[src/rtl/mult_seq_pkg.sv]
// Shared types and widths for the multiplier issue/collect sequencer.
package mult_seq_pkg;

  localparam int unsigned OpWidth   = 8;
  localparam int unsigned ProdWidth = 16;

  typedef enum logic [1:0] {
    StIdle,
    StIssue,
    StWait,
    StOut
  } state_e;

  typedef struct packed {
    logic [OpWidth-1:0] a;
    logic [OpWidth-1:0] b;
  } entry_t;

endpackage

[src/rtl/sync_fifo.sv]
// Single-clock FIFO; pointers and count reset asynchronously, storage is not reset.
module sync_fifo #(
  parameter int unsigned DEPTH = 4,
  parameter int unsigned WIDTH = 16
) (
  input  logic             clk,
  input  logic             rst,
  input  logic             i_push,
  input  logic [WIDTH-1:0] i_wdata,
  input  logic             i_pop,
  output logic [WIDTH-1:0] o_rdata,
  output logic             o_full,
  output logic             o_empty
);

  localparam int unsigned AddrWidth = $clog2(DEPTH);

  logic [WIDTH-1:0]     r_mem [DEPTH];
  logic [AddrWidth-1:0] r_wptr;
  logic [AddrWidth-1:0] r_rptr;
  logic [AddrWidth:0]   r_count;
  logic                 w_do_push;
  logic                 w_do_pop;

  assign o_full    = (r_count == (AddrWidth + 1)'(DEPTH));
  assign o_empty   = (r_count == '0);
  assign w_do_push = i_push && !o_full;
  assign w_do_pop  = i_pop && !o_empty;
  assign o_rdata   = r_mem[r_rptr];

  always_ff @(posedge clk) begin
    if (w_do_push) begin
      r_mem[r_wptr] <= i_wdata;
    end
  end

  // DEPTH is a power of two, so pointers wrap by natural overflow.
  always_ff @(posedge clk or posedge rst) begin
    if (rst) begin
      r_wptr  <= '0;
      r_rptr  <= '0;
      r_count <= '0;
    end else begin
      if (w_do_push) begin
        r_wptr <= r_wptr + 1'b1;
      end
      if (w_do_pop) begin
        r_rptr <= r_rptr + 1'b1;
      end
      if (w_do_push && !w_do_pop) begin
        r_count <= r_count + 1'b1;
      end else if (w_do_pop && !w_do_push) begin
        r_count <= r_count - 1'b1;
      end
    end
  end

endmodule

[src/rtl/mult_sequencer.sv]
// Buffers operand pairs, issues them one at a time to a reset-started shift-add multiplier,
// and returns products (or timeout markers) in issue order.
module mult_sequencer
  import mult_seq_pkg::*;
#(
  parameter int unsigned DEPTH   = 4,
  parameter int unsigned TIMEOUT = 64
) (
  input  logic                 clk,
  input  logic                 rst,
  input  logic                 in_valid,
  output logic                 in_ready,
  input  logic [OpWidth-1:0]   in_a,
  input  logic [OpWidth-1:0]   in_b,
  output logic                 mult_rst,
  output logic [OpWidth-1:0]   mult_multiplicand,
  output logic [OpWidth-1:0]   mult_multiplier,
  input  logic [ProdWidth-1:0] mult_result,
  input  logic                 mult_end_op,
  output logic                 out_valid,
  input  logic                 out_ready,
  output logic [ProdWidth-1:0] out_product,
  output logic                 out_err,
  output logic                 busy
);

  localparam int unsigned     TcntWidth = $clog2(TIMEOUT);
  localparam logic [TcntWidth-1:0] TcntLast = TcntWidth'(TIMEOUT - 1);

  state_e                 r_state;
  logic                   r_mult_rst;
  logic [OpWidth-1:0]     r_multiplicand;
  logic [OpWidth-1:0]     r_multiplier;
  logic                   r_out_valid;
  logic [ProdWidth-1:0]   r_product;
  logic                   r_err;
  logic [TcntWidth-1:0]   r_tcnt;

  entry_t w_wentry;
  entry_t w_head;
  logic   w_full;
  logic   w_empty;
  logic   w_push;
  logic   w_pop;

  assign in_ready = !w_full;
  assign w_push   = in_valid && !w_full;
  assign w_wentry = '{a: in_a, b: in_b};
  // Pop only when the FSM is about to load operands: from IDLE, or straight out of a handshake.
  assign w_pop    = !w_empty && ((r_state == StIdle) || ((r_state == StOut) && out_ready));

  sync_fifo #(
    .DEPTH(DEPTH),
    .WIDTH($bits(entry_t))
  ) u_fifo (
    .clk    (clk),
    .rst    (rst),
    .i_push (w_push),
    .i_wdata(w_wentry),
    .i_pop  (w_pop),
    .o_rdata(w_head),
    .o_full (w_full),
    .o_empty(w_empty)
  );

  always_ff @(posedge clk or posedge rst) begin
    if (rst) begin
      r_state        <= StIdle;
      r_mult_rst     <= 1'b1;
      r_multiplicand <= '0;
      r_multiplier   <= '0;
      r_out_valid    <= 1'b0;
      r_product      <= '0;
      r_err          <= 1'b0;
      r_tcnt         <= '0;
    end else begin
      unique case (r_state)
        StIdle: begin
          if (w_pop) begin
            r_multiplicand <= w_head.a;
            r_multiplier   <= w_head.b;
            r_state        <= StIssue;
          end
        end
        StIssue: begin
          r_mult_rst <= 1'b0;
          r_tcnt     <= '0;
          r_state    <= StWait;
        end
        StWait: begin
          // end_op in the first WAIT cycle may be left over from the previous operation.
          if ((r_tcnt != '0) && mult_end_op) begin
            r_product   <= mult_result;
            r_err       <= 1'b0;
            r_out_valid <= 1'b1;
            r_mult_rst  <= 1'b1;
            r_tcnt      <= '0;
            r_state     <= StOut;
          end else if (r_tcnt == TcntLast) begin
            r_product   <= '0;
            r_err       <= 1'b1;
            r_out_valid <= 1'b1;
            r_mult_rst  <= 1'b1;
            r_tcnt      <= '0;
            r_state     <= StOut;
          end else begin
            r_tcnt <= r_tcnt + 1'b1;
          end
        end
        StOut: begin
          if (out_ready) begin
            r_out_valid <= 1'b0;
            if (w_pop) begin
              r_multiplicand <= w_head.a;
              r_multiplier   <= w_head.b;
              r_state        <= StIssue;
            end else begin
              r_state <= StIdle;
            end
          end
        end
      endcase
    end
  end

  assign mult_rst          = r_mult_rst;
  assign mult_multiplicand = r_multiplicand;
  assign mult_multiplier   = r_multiplier;
  assign out_valid         = r_out_valid;
  assign out_product       = r_product;
  assign out_err           = r_err;
  assign busy              = (r_state != StIdle) || !w_empty;

endmodule
[config.mk]
export PLATFORM = sky130hd
export DESIGN_NAME = mult_sequencer
export DESIGN_NICKNAME = d
export VERILOG_FILES = /design/src/rtl/mult_seq_pkg.sv /design/src/rtl/sync_fifo.sv /design/src/rtl/mult_sequencer.sv
export SDC_FILE = /design/constraint.sdc
export NUM_CORES = 1
export LEC_CHECK = 0
export CAP_MARGIN = 5
export CELL_PAD_IN_SITES_DETAIL_PLACEMENT = 1
export CELL_PAD_IN_SITES_GLOBAL_PLACEMENT = 2
export CORE_MARGIN = 2
export CORE_UTILIZATION = 39
export CTS_CLUSTER_DIAMETER = 100
export DETAILED_ROUTE_END_ITERATION = 8
export HOLD_SLACK_MARGIN = 0.15
export PLACE_DENSITY_LB_ADDON = 0.1
export RECOVER_POWER = 100
export SLEW_MARGIN = 30
export SYNTH_ARGS = -nofsm -noshare
export SYNTH_HDL_FRONTEND = slang
export SYNTH_SLANG_ARGS = --single-unit
[constraint.sdc]
create_clock -name clk -period 2.4 [get_ports clk]
set_clock_uncertainty 0.05 [all_clocks]
set_input_delay 0.36 -clock clk [delete_from_list [all_inputs] [get_ports clk]]
set_output_delay 0.36 -clock clk [all_outputs]
set_load 0.02 [all_outputs]
==> impl_results.md, run 1 <==
* Req. time, crit path at 1.99 ns
* Synth top area share at 0.413
* Vias in the first global route at 2900
* Worst Path Buf+Inv at 2
* Critical path data arrival time at 1.81 ns
* Final Power at 8.53 mW
* Grt total ovfl at 0
* # rows at 39
* DRC viols at 6
* Fmax at 450 MHz
* Worst r2r src: r_state[1]$_DFFE_PP0P_
* Port bufs at 73
* Type of the worst min-delay path: reg2reg
* Peak supply drop at 715 uV
* WL per Instance at 18.9 um
* Die area at 12800 um^2
* Failing checks: design-rule violations
* TritonCTS clock tree: done
* Final-report hold violation count at 0
* Total number of vias at 2597
* Placeable Area at 11500 um^2
* Number of routed nets with antenna violations at 0
* Worst r2r dst: u_fifo.r_count[2]$_DFFE_PP0P_
* Tot GR Track Use at 0.169
* RSZ-0062 raised after global routing: no
* Skew-Pair Late Insertion Delay at 0.41 ns
* Inserted Clock Buffers at 17
* CP Cell Sequence: inv_1 > ha_1 > nand2_1 > clkdlybuf4s50_1
* Most area-hungry cell type in the Yosys netlist: edfxtp_1
* Number of setup violations in the final report at 0
* Gate Count Post-Synth at 262
* Avg Vias per Cell at 5.04
* # Post-CTS Setup Buffers at 0
* Startpoint Class: register
* Sink Count at 114
* Max-slew headroom at the worst pin at 0.405
* Die W at 113 um
* Mean Syn Cell Area at 17.8 um^2
* Clock Pin Slew Worst Setup and Hold Paths at 0.05 ns
* Cell Pwr Density at 1390 nW/um^2
* Post-Syn Area at 4650 um^2
* WL final at 9.75 mm
* Largest cells by area after synthesis: edfxtp_1 41%, dfrtp_1 26%, mux4_2 4.4%
* Leak pwr at 2.43 nW
* Chip height at 113 um
* Number of diodes at 0
* Post-CTS Hold Fix Bufs at 0
* First-pass GRT wire length at 15.9 mm
* Hold Path Depth at 1
* Max incr delay on CP at 0.61 ns
* EDFF count, synth at 64
* DR pass1 iterations at 8
* Initial antenna violation count at 0
* Maxcap violations at 0
* Largest net degree at the start of global routing at 25
* Syn-to-layout area delta at 31.7%
* Io pins at 74
* # fillers at 1091
* Root buffer cell: clkbuf_16
* Top_reg_cell synth: edfxtp_1
* Final core utilization at 0.532
* Syn nets at 311
* Seq cells post-synth at 114
* Max clock buf depth at 2
* Slowest-stage cell, CP: clkdlybuf4s50_1
* Ys Warns at 0
* Setup_tns at 0 ns
* Yosys cell types at 44
* Fin crit period at 2.22 ns
* CP Class: reg2out
* Sequential-to-total area share from yosys stat at 0.683
* Worst reg-to-reg path cell count at 10
* Period utilisation layout at 0.925
* GPL Wtd Cong at 0.748
* Hold Startpoint: out_product[8]$_DFFE_PP0P_
* Layout cells sized above 1 at 0.194
* Crit-path max FO at 5
* Crit. End Element: output port
* Dpl hpwl at 6.04 mm
* R2R Setup Slk at 0.19 ns
* WHS Endpoint: out_product[8]$_DFFE_PP0P_
* Crit. path cell count at 4
* Nets at 408
* Drt initial violations at 136
* Initial Util at 0.404
* Resize count post-CTS at 0
* Delay-heaviest family, CP: buffers and inverters
* Outcome: finished, violations left
* Worst-margin pin slew at 0.891 ns
* Post-synthesis async set-or-reset flop share at 0.439
* Slew Limit Fails at 0
* Maximum level of the CTS H-tree at 4
[report_power, final]
group / switching (mW) / leakage, nW / total, mW / internal [mW]
combinational: 1.54 / 0.943 / 2.98 / 1.44
sequential: 0.283 / 1.20 / 3.01 / 2.73
clock: 0.857 / 0.292 / 2.54 / 1.69
[routing by layer]
metal	global-route usage	vias up	wire, um
met2	0.276	52	5030
met5	0	-	0
met1	0.205	1329	4260
met3	0.0648	8	382
met4	0.0610	0	80
li1	-	1208	-
[layout by cell type, fill, tap and decap left out, types with 2 or more instances in the layout]
master,n
mux2_1,3
edfxtp_1,64
nor2b_1,4
clkbuf_2,6
buf_4,4
clkbuf_8,2
nor2_1,7
a22o_1,16
xnor2_1,4
ha_1,11
clkinv_2,3
nand2_1,6
xor2_1,4
o22ai_1,2
nor3_1,3
and3_1,4
nor3_2,2
bufinv_16,3
and3_4,2
a21oi_1,6
mux2i_1,2
clkbuf_16,17
o21ai_0,3
clkbuf_1,9
mux2_2,16
inv_1,10
dlygate4sd3_1,53
mux4_2,9
a21boi_0,2
dfrtp_1,49
clkdlybuf4s50_1,20
mux4_1,7
[registers in the layout, summed over array words and instances, names as in the netlist]
register / cells
mult_multiplicand: 8
mult_multiplier: 8
mult_rst: 1
out_err: 1
out_product: 16
out_valid: 1
r_state: 2
r_tcnt: 6
u_fifo.r_count: 3
u_fifo.r_mem: 64
u_fifo.r_rptr: 2
u_fifo.r_wptr: 2
[metrics by stage]
stage                     instance area, um^2  worst slack, ns  hold WS, ns  std cells
after floorplan                          4650            0.317        0.409        262
after global placement                   5610            0.152        0.432        483
after detailed placement                 5610            0.110        0.432        483
after CTS                                6200            0.139        0.269        515
after global routing                     6130           0.0380        0.467        515
final                                    6130            0.179        0.439        515
[worst max path at each step]
stage | startpoint | endpoint
2_1_floorplan | r_state[0]$_DFFE_PP0P_ | u_fifo.r_count[1]$_DFFE_PP0P_
3_3_place_gp | out_ready | u_fifo.r_count[1]$_DFFE_PP0P_
3_5_place_dp | out_ready | u_fifo.r_count[1]$_DFFE_PP0P_
4_1_cts | u_fifo.r_count[0]$_DFFE_PP0P_ | busy
5_1_grt | u_fifo.r_count[0]$_DFFE_PP0P_ | busy
6_report | r_state[1]$_DFFE_PP0P_ | busy
[cell usage after synthesis, types with 2 or more instances]
| cell type | count |
|---|---|
| a21oi_1 | 6 |
| a22o_1 | 16 |
| and3_1 | 4 |
| and3_4 | 2 |
| buf_6 | 7 |
| clkbuf_1 | 2 |
| dfrtp_1 | 49 |
| edfxtp_1 | 64 |
| ha_1 | 11 |
| inv_1 | 10 |
| mux2_2 | 16 |
| mux2_4 | 3 |
| mux2i_1 | 2 |
| mux4_1 | 7 |
| mux4_2 | 9 |
| nand2_1 | 6 |
| nor2_1 | 7 |
| nor2b_1 | 4 |
| nor3_1 | 3 |
| nor3_2 | 2 |
| o21ai_0 | 2 |
| o22ai_1 | 2 |
| xnor2_1 | 4 |
| xor2_1 | 4 |
[cell type report]
| type | instances | area (um^2) | share of cell area |
|---|---|---|---|
| Clock buffer | 23 | 468 | 0.0764 |
| Clock inverter | 9 | 130 | 0.0212 |
| Inverter | 10 | 37.5 | 0.00613 |
| Multi-Input combinational cell | 128 | 1330 | 0.217 |
| Sequential cell | 114 | 3170 | 0.518 |
| Tap cell | 143 | 179 | 0.0292 |
| Timing Repair Buffer | 88 | 810 | 0.132 |
[logic make-up (layout without fill, tap and decap cells)]
| group | Yosys count | count (layout) | share of synthesized area |
|---|---|---|---|
| multiplexers | 38 | 38 | 0.138 |
| AO/OA/AOI/OAI | 36 | 36 | 0.0603 |
| adder cells (fa/ha/maj) | 12 | 12 | 0.0339 |
| buffers and inverters | 20 | 130 | 0.0277 |
| AND/OR/NAND/NOR | 34 | 34 | 0.0422 |
| flip-flops | 114 | 114 | 0.683 |
| XOR/XNOR | 8 | 8 | 0.0151 |
(Power assumes the default switching activity.)
==> run 2, diff against run 1 <==
--- a/config.mk
+++ b/config.mk
@@ -10,7 +10,7 @@
 export CELL_PAD_IN_SITES_GLOBAL_PLACEMENT = 2
 export CORE_MARGIN = 2
 export CORE_UTILIZATION = 39
-export CTS_CLUSTER_DIAMETER = 100
+export CTS_CLUSTER_DIAMETER = 40
 export DETAILED_ROUTE_END_ITERATION = 8
 export HOLD_SLACK_MARGIN = 0.15
 export PLACE_DENSITY_LB_ADDON = 0.1
==> results of run 2 <==
Final layout, timing and power as in run 1 (identical DEF).
==> run 3, diff against run 2 <==
--- a/config.mk
+++ b/config.mk
@@ -5,12 +5,14 @@
 export SDC_FILE = /design/constraint.sdc
 export NUM_CORES = 1
 export LEC_CHECK = 0
+export ABC_CLOCK_PERIOD_IN_PS = 2400
 export CAP_MARGIN = 5
 export CELL_PAD_IN_SITES_DETAIL_PLACEMENT = 1
 export CELL_PAD_IN_SITES_GLOBAL_PLACEMENT = 2
 export CORE_MARGIN = 2
 export CORE_UTILIZATION = 39
 export CTS_CLUSTER_DIAMETER = 40
+export CTS_CLUSTER_SIZE = 30
 export DETAILED_ROUTE_END_ITERATION = 8
 export HOLD_SLACK_MARGIN = 0.15
 export PLACE_DENSITY_LB_ADDON = 0.1
==> results of run 3 <==
Final layout, timing and power as in run 1 (identical DEF).
